$ cat config.mk
export PLATFORM = sky130hd
export DESIGN_NAME = mem_ctrl_flat
export DESIGN_NICKNAME = d
export VERILOG_FILES = /design/src/rtl/mem_ctrl_if.sv /design/src/rtl/mem_ctrl.sv /design/src/flat_wrapper.sv
export SDC_FILE = /design/constraint.sdc
export NUM_CORES = 1
export LEC_CHECK = 0
export CAP_MARGIN = 20
export CORE_ASPECT_RATIO = 1.4
export CORE_UTILIZATION = 55
export CTS_BUF_LIST = sky130_fd_sc_hd__clkbuf_4
export DETAILED_ROUTE_END_ITERATION = 8
export PLACE_DENSITY = 0.86
export SLEW_MARGIN = 20
export SYNTH_ARGS = -nofsm -noshare
export SYNTH_HDL_FRONTEND = slang
export SYNTH_SLANG_ARGS = --single-unit
$ cat constraint.sdc
create_clock -name clk_in -period 15.2 [get_ports clk_in]
set_clock_uncertainty 0.15 [all_clocks]
set_input_delay 1.52 -clock clk_in [delete_from_list [all_inputs] [get_ports clk_in]]
set_output_delay 1.52 -clock clk_in [all_outputs]
set_load 0.005 [all_outputs]
$ cat src/rtl/mem_ctrl_if.sv
// Requester and byte-bus signals of the memory controller.
// The slave modport is the controller's view; master is the surrounding system.
interface mem_ctrl_if;
    logic        rdy_in;
    logic        if_req_in;
    logic [31:0] if_addr_in;
    logic        flush_in;
    logic        if_done_out;
    logic [31:0] if_data_out;
    logic        ls_req_in;
    logic        ls_we_in;
    logic [31:0] ls_addr_in;
    logic [1:0]  ls_size_in;
    logic [31:0] ls_wdata_in;
    logic        ls_done_out;
    logic [31:0] ls_rdata_out;
    logic [7:0]  mem_din_in;
    logic [7:0]  mem_dout_out;
    logic [31:0] mem_a_out;
    logic        mem_wr_out;
    logic        io_buffer_full_in;
    logic        busy_out;

    modport slave (
        input  rdy_in, if_req_in, if_addr_in, flush_in,
        input  ls_req_in, ls_we_in, ls_addr_in, ls_size_in, ls_wdata_in,
        input  mem_din_in, io_buffer_full_in,
        output if_done_out, if_data_out, ls_done_out, ls_rdata_out,
        output mem_dout_out, mem_a_out, mem_wr_out, busy_out
    );

    modport master (
        output rdy_in, if_req_in, if_addr_in, flush_in,
        output ls_req_in, ls_we_in, ls_addr_in, ls_size_in, ls_wdata_in,
        output mem_din_in, io_buffer_full_in,
        input  if_done_out, if_data_out, ls_done_out, ls_rdata_out,
        input  mem_dout_out, mem_a_out, mem_wr_out, busy_out
    );
endinterface

$ cat src/rtl/mem_ctrl.sv
// Arbitrates IF and LSU requests onto a byte-wide bus, serializing each access
// into little-endian byte cycles with a one-cycle registered read latency.
module mem_ctrl #(
    parameter int IO_SEL_HI = 17
) (
    input  logic      clk_in,
    input  logic      rst_n_in,
    mem_ctrl_if.slave bus
);
    // state    | meaning
    // S_IDLE   | waiting for a request, LSU has priority
    // S_IF_RD  | instruction word read in progress (flushable)
    // S_LS_RD  | LSU load in progress
    // S_LS_WR  | LSU store in progress
    // S_DONE   | one-cycle completion, done pulse high
    typedef enum logic [2:0] {
        S_IDLE  = 3'd0,
        S_IF_RD = 3'd1,
        S_LS_RD = 3'd2,
        S_LS_WR = 3'd3,
        S_DONE  = 3'd4
    } state_t;

    state_t      r_state;
    logic [31:0] r_base;
    logic [31:0] r_wdata;
    logic [31:0] r_a_last;
    logic [31:0] r_rbuf;
    logic [31:0] r_if_data;
    logic [31:0] r_ls_rdata;
    logic [2:0]  r_n;
    logic [2:0]  r_i;
    logic [2:0]  r_c;
    logic        r_pend;
    logic        r_if_done;
    logic        r_ls_done;

    logic        w_xfer;
    logic        w_flush;
    logic        w_is_io;
    logic        w_issue;
    logic        w_wr_issue;
    logic        w_complete;
    logic        w_go_done;
    logic [31:0] w_addr;
    logic [31:0] w_rbuf_next;
    logic [2:0]  w_i_next;
    logic [2:0]  w_c_next;
    logic [2:0]  w_ls_n;
    logic [7:0]  w_wbyte;

    assign w_xfer  = (r_state == S_IF_RD) || (r_state == S_LS_RD) || (r_state == S_LS_WR);
    assign w_flush = (r_state == S_IF_RD) && bus.flush_in;
    assign w_addr  = r_base + {29'd0, r_i};
    assign w_is_io = (w_addr[IO_SEL_HI:IO_SEL_HI-1] == 2'b11);

    // Store stalls only for I/O targets while the output buffer is full.
    assign w_issue = w_xfer && bus.rdy_in && !w_flush && (r_i < r_n) &&
                     !((r_state == S_LS_WR) && w_is_io && bus.io_buffer_full_in);
    assign w_wr_issue = w_issue && (r_state == S_LS_WR);

    assign w_i_next = r_i + {2'd0, w_issue};
    assign w_c_next = r_c + {2'd0, r_pend};
    assign w_wbyte  = r_wdata[{r_i[1:0], 3'b000} +: 8];
    assign w_ls_n   = (bus.ls_size_in == 2'b00) ? 3'd1 :
                      (bus.ls_size_in == 2'b01) ? 3'd2 : 3'd4;

    always_comb begin
        w_rbuf_next = r_rbuf;
        if (r_pend) begin
            w_rbuf_next[{r_c[1:0], 3'b000} +: 8] = bus.mem_din_in;
        end
    end

    assign w_complete = (r_state == S_LS_WR) ? (w_i_next == r_n) : (w_c_next == r_n);
    assign w_go_done  = w_xfer && !w_flush && bus.rdy_in && w_complete;

    assign bus.mem_a_out    = w_issue ? w_addr : (w_xfer ? r_a_last : 32'd0);
    assign bus.mem_wr_out   = w_wr_issue;
    assign bus.mem_dout_out = w_wr_issue ? w_wbyte : 8'd0;
    assign bus.busy_out     = (r_state != S_IDLE);
    assign bus.if_done_out  = r_if_done;
    assign bus.if_data_out  = r_if_data;
    assign bus.ls_done_out  = r_ls_done;
    assign bus.ls_rdata_out = r_ls_rdata;

    always_ff @(posedge clk_in or negedge rst_n_in) begin
        if (!rst_n_in) begin
            r_state    <= S_IDLE;
            r_base     <= 32'd0;
            r_wdata    <= 32'd0;
            r_a_last   <= 32'd0;
            r_rbuf     <= 32'd0;
            r_if_data  <= 32'd0;
            r_ls_rdata <= 32'd0;
            r_n        <= 3'd0;
            r_i        <= 3'd0;
            r_c        <= 3'd0;
            r_pend     <= 1'b0;
            r_if_done  <= 1'b0;
            r_ls_done  <= 1'b0;
        end else begin
            r_if_done <= 1'b0;
            r_ls_done <= 1'b0;
            case (r_state)
                S_IDLE: begin
                    r_a_last <= 32'd0;
                    r_rbuf   <= 32'd0;
                    r_i      <= 3'd0;
                    r_c      <= 3'd0;
                    r_pend   <= 1'b0;
                    if (bus.rdy_in) begin
                        if (bus.ls_req_in) begin
                            r_base  <= bus.ls_addr_in;
                            r_wdata <= bus.ls_wdata_in;
                            r_n     <= w_ls_n;
                            r_state <= bus.ls_we_in ? S_LS_WR : S_LS_RD;
                        end else if (bus.if_req_in) begin
                            r_base  <= bus.if_addr_in;
                            r_n     <= 3'd4;
                            r_state <= S_IF_RD;
                        end
                    end
                end
                S_IF_RD, S_LS_RD, S_LS_WR: begin
                    if (w_flush) begin
                        r_pend  <= 1'b0;
                        r_state <= S_IDLE;
                    end else begin
                        r_i    <= w_i_next;
                        r_c    <= w_c_next;
                        r_rbuf <= w_rbuf_next;
                        r_pend <= w_issue && (r_state != S_LS_WR);
                        if (w_issue) begin
                            r_a_last <= w_addr;
                        end
                        if (w_go_done) begin
                            r_state <= S_DONE;
                            if (r_state == S_IF_RD) begin
                                r_if_data <= w_rbuf_next;
                                r_if_done <= 1'b1;
                            end else if (r_state == S_LS_RD) begin
                                r_ls_rdata <= w_rbuf_next;
                                r_ls_done  <= 1'b1;
                            end else begin
                                r_ls_done <= 1'b1;
                            end
                        end
                    end
                end
                S_DONE: begin
                    r_state <= S_IDLE;
                end
                default: begin
                    r_state <= S_IDLE;
                end
            endcase
        end
    end
endmodule

$ cat src/flat_wrapper.sv
// flat-port wrapper written by rule: the top's interface ports become plain ports
module mem_ctrl_flat 
#(
    parameter int IO_SEL_HI = 17
)
  (clk_in, rst_n_in, bus_rdy_in, bus_if_req_in, bus_if_addr_in, bus_flush_in, bus_ls_req_in, bus_ls_we_in, bus_ls_addr_in, bus_ls_size_in, bus_ls_wdata_in, bus_mem_din_in, bus_io_buffer_full_in, bus_if_done_out, bus_if_data_out, bus_ls_done_out, bus_ls_rdata_out, bus_mem_dout_out, bus_mem_a_out, bus_mem_wr_out, bus_busy_out);
  mem_ctrl_if bus_i ();
  input  logic clk_in;
  input  logic rst_n_in;
  input wire logic [$bits(bus_i.rdy_in)-1:0] bus_rdy_in;
  input wire logic [$bits(bus_i.if_req_in)-1:0] bus_if_req_in;
  input wire logic [$bits(bus_i.if_addr_in)-1:0] bus_if_addr_in;
  input wire logic [$bits(bus_i.flush_in)-1:0] bus_flush_in;
  input wire logic [$bits(bus_i.ls_req_in)-1:0] bus_ls_req_in;
  input wire logic [$bits(bus_i.ls_we_in)-1:0] bus_ls_we_in;
  input wire logic [$bits(bus_i.ls_addr_in)-1:0] bus_ls_addr_in;
  input wire logic [$bits(bus_i.ls_size_in)-1:0] bus_ls_size_in;
  input wire logic [$bits(bus_i.ls_wdata_in)-1:0] bus_ls_wdata_in;
  input wire logic [$bits(bus_i.mem_din_in)-1:0] bus_mem_din_in;
  input wire logic [$bits(bus_i.io_buffer_full_in)-1:0] bus_io_buffer_full_in;
  output wire logic [$bits(bus_i.if_done_out)-1:0] bus_if_done_out;
  output wire logic [$bits(bus_i.if_data_out)-1:0] bus_if_data_out;
  output wire logic [$bits(bus_i.ls_done_out)-1:0] bus_ls_done_out;
  output wire logic [$bits(bus_i.ls_rdata_out)-1:0] bus_ls_rdata_out;
  output wire logic [$bits(bus_i.mem_dout_out)-1:0] bus_mem_dout_out;
  output wire logic [$bits(bus_i.mem_a_out)-1:0] bus_mem_a_out;
  output wire logic [$bits(bus_i.mem_wr_out)-1:0] bus_mem_wr_out;
  output wire logic [$bits(bus_i.busy_out)-1:0] bus_busy_out;
  assign bus_i.rdy_in = bus_rdy_in;
  assign bus_i.if_req_in = bus_if_req_in;
  assign bus_i.if_addr_in = bus_if_addr_in;
  assign bus_i.flush_in = bus_flush_in;
  assign bus_i.ls_req_in = bus_ls_req_in;
  assign bus_i.ls_we_in = bus_ls_we_in;
  assign bus_i.ls_addr_in = bus_ls_addr_in;
  assign bus_i.ls_size_in = bus_ls_size_in;
  assign bus_i.ls_wdata_in = bus_ls_wdata_in;
  assign bus_i.mem_din_in = bus_mem_din_in;
  assign bus_i.io_buffer_full_in = bus_io_buffer_full_in;
  assign bus_if_done_out = bus_i.if_done_out;
  assign bus_if_data_out = bus_i.if_data_out;
  assign bus_ls_done_out = bus_i.ls_done_out;
  assign bus_ls_rdata_out = bus_i.ls_rdata_out;
  assign bus_mem_dout_out = bus_i.mem_dout_out;
  assign bus_mem_a_out = bus_i.mem_a_out;
  assign bus_mem_wr_out = bus_i.mem_wr_out;
  assign bus_busy_out = bus_i.busy_out;
  mem_ctrl #(.IO_SEL_HI(IO_SEL_HI)) u_core (.clk_in(clk_in), .rst_n_in(rst_n_in), .bus(bus_i));
endmodule
==> metrics.md, run 1 <==
| Metric | Value |
|---|---|
| Cells after Synth | `804` |
| Drc violations | `0` |
| WP data arrival | `4.35 ns` |
| Share of cells above drive strength 1 | `18.3%` |
| Slew Limit Fails | `0` |
| WHS Path Cells | `1` |
| Net Count, Synth | `between 900 and 1,000` |
| CTS Buffer Depth | `3` |
| Number of vias per cell | `5.74` |
| Setup bufs post-CTS | `0` |
| Largest net degree at the start of global routing | `86` |
| Library cells used by synthesis | `47` |
| Total GRT Usage | `between 20 and 30%` |
| Worst Setup Start Kind | `primary input` |
| Least-Margin Pin Slew | `roughly 1.1 ns` |
| Top_reg_cell synth | `dfrtp_1` |
| Setup slack after layout | `approximately 9.2 ns` |
| F_max | `about 170 MHz` |
| Area occupied by multi-input gates | `approximately 4500 sq um` |
| Nets | `1,161` |
| Cell Pwr Density | `between 150 and 200 nW/um^2` |
| Tmin final | `6.02 ns` |
| Initial Util | `56.7%` |
| Max Cap Viol | `0` |
| Ports | `approximately 220` |
| Setup violations, final | `0` |
| CTS tree | `done` |
| Setup TNS | `0 ns` |
| Post-layout util | `73.4%` |
| Critical Path RT | `roughly 14 ns` |
| Routed WL per cell | `around 19 um` |
| Worst-Skew Late Latency | `just over 0.6 ns` |
| Starting DRC count in detailed routing | `about 370` |
| Hold Path Origin | `u_core.r_a_last[20]$_DFFE_PN0P_` |
| Max-Slew Margin vs Limit | `between 20% and 30%` |
| Most frequent cell after synthesis | `dfrtp_1` |
| Peak supply drop | `slightly above 0.09 mV` |
| Worst slack at placement | `8.75 ns` |
| Yosys reg bits | `207` |
| Synth area leaders | `dfrtp_1 (52%), mux2_2 (7.6%), a22o_1 (6.7%)` |
| Clk slew on worst S/H paths | `0.07 ns` |
| Synth top cells by count | `dfrtp_1 (207), a22o_1 (76), mux2_2 (67), o2bb2ai_1 (54), nor2_1 (48)` |
| ANT nets after route | `0` |
| Largest area contributor in the netlist | `dfrtp_1` |
| Yosys warns | `0` |
| Sequential share of the synthesized area | `a little over half` |
| Post-DP HPWL | `roughly 17,000 um` |
| DIE WIDTH | `116 um` |
| Drt first pass iters | `5` |
| H-tree Lvls | `2` |
| Kind of critical path | `primary input to output pin` |
| Min-delay worst type | `flip-flop to flip-flop` |
| Fill count | `approximately 1,200` |
| Gr ovfl total | `0` |
| Vias in the first global route | `around 7,900` |
| EDFF count, synth | `0` |
| Rows | `57` |
| Fin. Hold Viols | `0` |
| Die Y | `161 um` |
| Area grow syn2layout | `29.6%` |
| Final worst-path cycle share | `roughly 40%` |
| Routability cong. | `0.797` |
| CTS Buf Count | `48` |
| Vias | `7,478` |
| Area fraction of the dominant cell type after synthesis | `between 50% and 60%` |
| Reg2Reg Depth | `16` |
| Worst Path Max Fanout | `32` |
| Status | `finished clean` |
| Syn Std Cell Area | `roughly 9900 sq um` |
| First-pass GRT wire length | `around 40,000 um` |
| Port Buf Inserts | `between 200 and 250` |
| Hold-fix buffers, CTS | `0` |
| Avg Synthesized Cell Area | `approximately 12 sq um` |
| Core ar. | `around 18,000 sq um` |
| Die area | `approximately 19,000 sq um` |
| Post-CTS sizing | `0` |
| Clk root buf | `clkbuf_4` |
| Register Area | `just over 5000 sq um` |
| Clk sinks | `about 210` |
| CP Capture Type | `output pin` |
| Initial antenna violation count | `1` |
| R2R Setup Slk | `roughly 9.3 ns` |
| Wire length after detailed routing | `24,500 um` |
| Worst R2R Start | `u_core.r_i[0]$_DFFE_PN0P_` |
| RSZ-0062 raised after global routing | `no` |
| Asr flop ratio synth | `100%` |
| Worst reg2reg path endpoint | `u_core.bus.if_data_out[23]$_DFFE_PN0P_` |
| Hold EP | `u_core.r_a_last[20]$_DFFE_PN0P_` |
| Static Leak | `5.78 nW` |
placed cells by master, fill, tap and decap left out, drive strengths merged, types with 2 or more instances in the layout:
master,n
o2bb2ai,54
nor4,8
clkinv,18
buf,15
clkdlybuf4s50,219
xnor2,20
inv,13
and2,5
nor2,48
nor4b,4
nor2b,3
dfrtp,207
ha,14
o21ai,8
a21o,6
nand3b,2
mux2,96
mux2i,35
and3,12
nand2b,4
a21oi,37
nand3,13
a32o,3
mux4,8
clkbuf,66
or3,3
nand2,24
or4,3
nor3,12
xor2,14
nand4,4
a22o,76
routing by layer:
layer / track usage [%] / routed length [um]
met4: 10.6 / 763
met2: 49.2 / 13100
met5: 0 / 0
met1: 32.3 / 9370
met3: 5.25 / 1260
power by group:
part / switching (mW) / total [mW] / internal (mW)
registers: 0.133 / 0.827 / 0.694
clock network: 0.211 / 0.410 / 0.199
logic: 0.406 / 0.825 / 0.419
cell type report:
cell class	count	area share (%)
Clock inverter	18	0.563
Antenna cell	1	0.0194
Timing Repair Buffer	235	18.0
Multi-Input combinational cell	526	34.8
Sequential cell	207	40.2
Tap cell	236	2.29
Clock buffer	65	3.79
Inverter	14	0.408
state kept, by name, summed over array words and instances (netlist names):
name                     cells
u_core.bus.if_data_out      32
u_core.bus.ls_rdata_out     32
u_core.r_a_last             32
u_core.r_base               32
u_core.r_rbuf               32
u_core.r_wdata              32
u_core.r_c                   3
u_core.r_i                   3
u_core.r_n                   3
u_core.r_state               3
u_core.bus.if_done_out       1
u_core.bus.ls_done_out       1
u_core.r_pend                1
kinds of logic after synthesis:
| family | Yosys count | share of synthesized area [%] |
|---|---|---|
| AO/OA/AOI/OAI | 190 | 15.0 |
| buffers and inverters | 71 | 3.12 |
| multiplexers | 139 | 17.3 |
| adder cells (fa/ha/maj) | 15 | 1.96 |
| flip-flops | 207 | 52.1 |
| XOR/XNOR | 34 | 3.00 |
| AND/OR/NAND/NOR | 148 | 7.49 |
worst max path at each step:
stage | from | endpoint | slack, ns | cells after the start
floorplan | bus_flush_in | u_core.bus.if_data_out[10]$_DFFE_PN0P_ | 9.84 | 17
global placement | bus_io_buffer_full_in | u_core.bus.if_data_out[6]$_DFFE_PN0P_ | 8.84 | 14
detailed placement | bus_io_buffer_full_in | u_core.bus.if_data_out[13]$_DFFE_PN0P_ | 8.75 | 14
CTS | bus_flush_in | bus_mem_a_out[17] | 9.18 | 10
global route | u_core.r_i[0]$_DFFE_PN0P_ | u_core.bus.if_data_out[12]$_DFFE_PN0P_ | 8.76 | 16
finish | bus_flush_in | bus_mem_a_out[17] | 9.18 | 10
worst max-delay path: stages:
cell,delay [ns]
clkdlybuf4s50_1,0.42
nand2b_1,0.16
a21oi_1,0.22
buf_4,0.26
o2111ai_1,0.19
nor3_1,0.47
nor4_4,0.08
buf_4,0.27
a32o_1,0.30
clkdlybuf4s50_1,0.46
through the flow:
stage	power (mW)	hold WS, ns	area (sq um)	cells
after detailed placement	1.65	0.324	12300	1218
after CTS	2.07	0.344	12900	1301
after floorplan	1.31	0.307	9940	804
final	2.06	0.339	12900	1302
after global routing	2.20	0.354	12900	1302
after global placement	1.62	0.321	12300	1218
(Power assumes the default switching activity.)
==> run 2: changes to the inputs <==
CORE_UTILIZATION = 53   (was 55)
PLACE_DENSITY = 0.83   (was 0.86)
clock period = 5.6 ns   (was 15.2 ns; I/O delays follow)
==> run 2 against run 1 <==
Final area increased by 0.98%. Combinational power increased to 2.8 times the previous value. Die area is 3.7% higher. Register-to-register slack got worse by 8.7 ns. Global-route usage down 1.6 points. Clock-buffer cell count up 5. Critical endpoint is now u_core.bus.if_data_out[3]$_DFFE_PN0P_. Sequential cell count stayed put.
==> metrics.md, run 2 (synthesis gave the netlist of run 1 again) <==
| Metric | Value |
|---|---|
| RSZ-0062 raised after global routing | `no` |
| Hold-fix buffers, CTS | `1` |
| Setup TNS | `0 ns` |
| Post-CTS sizing | `0` |
| Post-DP HPWL | `17,100 um` |
| Clk slew on worst S/H paths | `around 0.07 ns` |
| Wire length after detailed routing | `24,300 um` |
| Clk sinks | `around 210` |
| Starting DRC count in detailed routing | `roughly 370` |
| CTS Buffer Depth | `3` |
| CTS Buf Count | `50` |
| Hold WS | `about 0.34 ns` |
| Most used cell along the critical path | `ha_1` |
| Commonest cells after routing, fill and taps aside | `clkdlybuf4s50_1 (219), dfrtp_1 (207), a22o_1 (76)` |
| Register Area | `5180 sq um` |
| CTS tree | `done` |
| CP max stage cell | `or4_1` |
| CP Capture Type | `flip-flop` |
| Initial Util | `about 55%` |
| Critical Path RT | `about 6.0 ns` |
| Setup bufs post-CTS | `0` |
| Drt first pass iters | `4` |
| Max Cap Viol | `0` |
| Area occupied by multi-input gates | `approximately 4500 sq um` |
| Die Y | `around 160 um` |
| Port Buf Inserts | `221` |
| Setup violations, final | `0` |
| Routability cong. | `just under 0.9` |
| Kind of critical path | `flip-flop to flip-flop` |
| Area grow syn2layout | `30.9%` |
| First-pass GRT wire length | `about 40,000 um` |
| Worst Path Max Fanout | `33` |
| WP data arrival | `5.37 ns` |
| Commonest non-fill, non-tap cell in the layout | `clkdlybuf4s50_1` |
| Worst-Skew Late Latency | `around 0.65 ns` |
| Clk root buf | `clkbuf_4` |
| Max-Slew Margin vs Limit | `42.8%` |
| CP max stage delay | `between 0.6 and 0.7 ns` |
| Static Leak | `roughly 5.9 nW` |
| CP bufs+invs | `2` |
| Ports | `~220` |
| ANT nets after route | `0` |
| Gr ovfl total | `0` |
| Tmin final | `5.02 ns` |
| Drc violations | `0` |
| Fin. Hold Viols | `0` |
| DIE WIDTH | `~120 um` |
| Vias | `between 7,000 and 8,000` |
| Number of vias per cell | `5.69` |
| Peak supply drop | `roughly 0.27 mV` |
| F_max | `~200 MHz` |
| Nets | `around 1,200` |
| Least-Margin Pin Slew | `~0.86 ns` |
| Min-delay worst type | `flip-flop to flip-flop` |
| H-tree Lvls | `2` |
| Status | `finished clean` |
| Die area | `a little under 20,000 sq um` |
| Final worst-path cycle share | `between 80 and 90%` |
| Initial antenna violation count | `1` |
| Core ar. | `about 18,000 sq um` |
| Vias in the first global route | `~8,000` |
| Top delay family on crit path | `simple AND/OR/NAND/NOR gates` |
| Total GRT Usage | `roughly 26%` |
| Worst Setup Start Kind | `flip-flop` |
| Share of cells above drive strength 1 | `between 10% and 20%` |
| Fill count | `1,302` |
| Cells along the critical path | `nand4_1 -> or4_1 -> nor4_1 -> nor2_1 -> o21ai_4 -> clkinv_1 -> ha_1 -> ha_1 -> xor2_1 -> mux2i_1 -> xnor2_1 -> or4_4 -> or4_2 -> buf_4 -> mux2_4` |
| Cell Pwr Density | `~440 nW/um^2` |
| Rows | `between 50 and 60` |
| Slew Limit Fails | `0` |
| Largest net degree at the start of global routing | `roughly 110` |
| Routed WL per cell | `~18 um` |
-- run 2: cell count changes in the layout (fill, tap and decap cells not counted) --
cell           before  now
buf_4              14   19
bufinv_16           0    1
clkbuf_4           65   70
clkinv_1           17   18
clkinv_2            1    3
clkinvlp_4          1    0
dlygate4sd3_1       0    1
-- run 2: final cells by class --
type,instances,share of cell area (%)
Sequential cell,207,39.8
Multi-Input combinational cell,526,34.4
Timing Repair Buffer,241,18.2
Clock buffer,70,4.04
Tap cell,240,2.31
Clock inverter,21,0.837
Inverter,14,0.404
Antenna cell,1,0.0192
-- run 2: worst paths after layout --
check | cells after the start | slack [ns] | start | endpoint
setup / recovery | 15 | 0.58 | u_core.r_base[3]$_DFFE_PN0P_ | u_core.bus.if_data_out[3]$_DFFE_PN0P_
hold / removal | 1 | 0.34 | u_core.r_a_last[16]$_DFFE_PN0P_ | u_core.r_a_last[16]$_DFFE_PN0P_
setup reg to reg | 15 | 0.58 | u_core.r_base[3]$_DFFE_PN0P_ | u_core.bus.if_data_out[3]$_DFFE_PN0P_
min in group asynchronous | 2 | 0.44 | rst_n_in | u_core.r_wdata[24]$_DFFE_PN0P_
hold reg to reg | 1 | 0.34 | u_core.r_a_last[16]$_DFFE_PN0P_ | u_core.r_a_last[16]$_DFFE_PN0P_
max in group asynchronous | 3 | 3.63 | rst_n_in | u_core.r_rbuf[10]$_DFFE_PN0P_
-- run 2: power by group --
part,internal (mW),switching (mW)
combinational,1.14,1.15
clock,0.626,0.608
sequential,1.88,0.306
total,3.66,2.06
-- run 2: per-layer routing --
layer  vias to the layer above  routed length, um  global-route usage [%]
met5                         -                  0                       0
met4                         0                822                    11.7
met3                        63               1300                    5.66
met2                       258              12900                    47.7
met1                      3700               9270                    28.6
li1                       3493                  -                       -
-- run 2: through the flow --
| stage | utilization [%] | power, mW | instances | instance area (sq um) | setup slack [ns] |
|---|---|---|---|---|---|
| after global placement | 68.2 | 4.43 | 1227 | 12400 | 0.763 |
| after global routing | 71.7 | 6.09 | 1320 | 13000 | 0.320 |
| after detailed placement | 68.2 | 4.49 | 1227 | 12400 | 0.632 |
| final | 71.7 | 5.71 | 1320 | 13000 | 0.577 |
| after floorplan | - | 3.56 | 804 | 9940 | 0.845 |
| after CTS | 71.7 | 5.75 | 1319 | 13000 | 0.586 |
==> run 3: changes to the inputs <==
TNS_END_PERCENT = 30   (was unset)
clock period = 4.73 ns   (was 5.6 ns; I/O delays follow)
==> run 3 against run 2 <==
Critical path type unchanged. Combinational power up 22%. Register-to-register slack worse by 0.40 ns. Final area increased by 0.76%. Worst setup slack got worse by 0.40 ns.
==> metrics.md, run 3 (synthesis gave the netlist of run 1 again) <==
| Metric | Value |
|---|---|
| Status | `finished clean` |
| Placed cells | `1,232` |
| Dpl cell area | `approximately 12,000 sq um` |
| Final Cell Area | `between 10,000 and 15,000 sq um` |
| Worst Path Max Fanout | `16` |
| Slew Limit Fails | `0` |
| Kind of critical path | `flip-flop to flip-flop` |
| Sequential Power Share | `between 30% and 40%` |
| RSZ-0062 raised after global routing | `no` |
| CTS Buffer Depth | `3` |
| DIE WIDTH | `between 100 and 150 um` |
| Post-DP HPWL | `around 17,000 um` |
| First-pass GRT wire length | `between 30,000 and 40,000 um` |
| Clk slew on worst S/H paths | `around 0.070 ns` |
| Starting DRC count in detailed routing | `between 300 and 400` |
| Port Buf Inserts | `around 220` |
| ANT nets after route | `0` |
| Routed WL per cell | `about 19 um` |
| Peak supply drop | `approximately 0.38 mV` |
| Clk sinks | `207` |
| Setup TNS | `0 ns` |
| Worst Setup Start Kind | `flip-flop` |
| Met3 Use GR | `5.14%` |
| Sw Share | `a little under two fifths` |
| Share of cells above drive strength 1 | `between 20% and 30%` |
| Max-Slew Margin vs Limit | `33.4%` |
| Setup slack after layout | `between 0.15 and 0.2 ns` |
| Gr ovfl total | `0` |
| Vias | `approximately 7,600` |
| Critical Path RT | `approximately 5.1 ns` |
| F_max | `between 200 and 250 MHz` |
| Drc violations | `0` |
| Commonest cells after routing, fill and taps aside | `clkdlybuf4s50_1 (219), dfrtp_1 (207), a22o_1 (76)` |
| Area grow syn2layout | `31.9%` |
| Static Leak | `between 5 and 6 nW` |
| Tmin final | `about 4.5 ns` |
| Die Y | `164 um` |
| CP Capture Type | `flip-flop` |
| Total GRT Usage | `about 26%` |
| Clock Power Share | `20.7%` |
| H-tree Lvls | `2` |
| Post-layout util | `72.3%` |
| Routability cong. | `0.841` |
| Initial Util | `between 50% and 60%` |
| P_int | `around 4.3 mW` |
| Clk root buf | `clkbuf_4` |
| Max Cap Viol | `0` |
| Hold WS | `between 0.2 and 0.3 ns` |
| CTS Buf Count | `50` |
| Core ar. | `roughly 18,000 sq um` |
| Final worst-path cycle share | `96.2%` |
| Setup violations, final | `0` |
| Finished Layout Cells | `1,324` |
| Number of vias per cell | `around 5.7` |
| Largest net degree at the start of global routing | `130` |
| Least-Margin Pin Slew | `~1.0 ns` |
| Met1 usage | `29.6%` |
| Ports | `roughly 220` |
| Min-delay worst type | `primary input to flip-flop` |
| CTS tree | `done` |
| Cell Pwr Density | `approximately 520 nW/um^2` |
| Worst slack at placement | `-0.0232 ns` |
| Commonest non-fill, non-tap cell in the layout | `clkdlybuf4s50_1` |
| WP data arrival | `a little under 5 ns` |
| Worst-Skew Late Latency | `between 0.6 and 0.7 ns` |
| Nets | `~1,200` |
| Combinational share of power | `~40%` |
| Drt first pass iters | `4` |
| Fin. Hold Viols | `0` |
| Vias in the first global route | `~7,700` |
| Gr busiest metal | `met2` |
| Switching pwr | `between 2 and 3 mW` |
| Fill count | `between 1,000 and 1,500` |
| Die area | `a little under 20,000 sq um` |
| Wire length after detailed routing | `about 25,000 um` |
| Tot Pwr | `6.83 mW` |
| Met2 Use GR | `~46%` |
| Initial antenna violation count | `2` |
| Rows | `58` |
## run 3: power groups by stage
stage / registers [mW] / logic, mW / clock network [mW]
3_3_place_gp: 2.59 / 2.72 / 0
4_1_cts: 2.59 / 2.81 / 1.45
2_1_floorplan: 2.52 / 1.70 / 0
6_report: 2.61 / 2.80 / 1.41
3_5_place_dp: 2.62 / 2.78 / 0
5_1_grt: 2.65 / 3.03 / 1.54
## run 3: path summary, 6_finish.rpt
check | cells after the start | slack, ns | startpoint | to
worst min-delay path | 3 | 0.29 | bus_ls_size_in[0] | u_core.r_n[1]$_DFFE_PN0P_
worst max register to register | 17 | 0.18 | u_core.r_i[0]$_DFFE_PN0P_ | u_core.bus.if_data_out[8]$_DFFE_PN0P_
worst max-delay path | 17 | 0.18 | u_core.r_i[0]$_DFFE_PN0P_ | u_core.bus.if_data_out[8]$_DFFE_PN0P_
max in group asynchronous | 3 | 3.07 | rst_n_in | u_core.bus.if_data_out[21]$_DFFE_PN0P_
min in group asynchronous | 2 | 0.37 | rst_n_in | u_core.bus.if_data_out[3]$_DFFE_PN0P_
worst min register to register | 1 | 0.34 | u_core.r_a_last[16]$_DFFE_PN0P_ | u_core.r_a_last[16]$_DFFE_PN0P_
## run 3: worst max-delay path, stage by stage (launching register included)
cell	delay, ns
dfrtp_1	0.39
ha_1	0.23
fa_1	0.43
a21o_1	0.22
nand2_2	0.12
o2111a_1	0.20
nor2_1	0.10
o21ai_4	0.14
clkinv_1	0.09
ha_1	0.19
ha_1	0.22
xor2_1	0.16
mux2i_1	0.17
xnor2_1	0.08
or4_4	0.51
or4_4	0.48
clkbuf_16	0.23
mux2_4	0.30
## run 3: final cells by class
type | instances | area [sq um] | area share [%]
multi-input cells | 526 | 4520 | 34.5
diodes | 2 | 5.00 | 0.0382
repair buffers | 247 | 2450 | 18.7
well taps | 240 | 300 | 2.29
clock buffers | 72 | 541 | 4.12
inverters | 14 | 52.6 | 0.401
flip-flops and latches | 207 | 5180 | 39.5
clock inverters | 16 | 62.6 | 0.477
## run 3: metal layers
layer	vias to the layer above	routed length (um)
met1	3756	9740
met2	240	13100
met3	56	1110
met5	-	0
met4	0	766
li1	3502	-
## run 3: what timing repair did
action	CTS	global route
gates cloned	0	1
buffers inserted	0	0
endpoints found under the hold margin	128	0
pin swaps	0	0
endpoints found under the setup margin	30	61
resized for setup	1	5
hold buffers	1	0
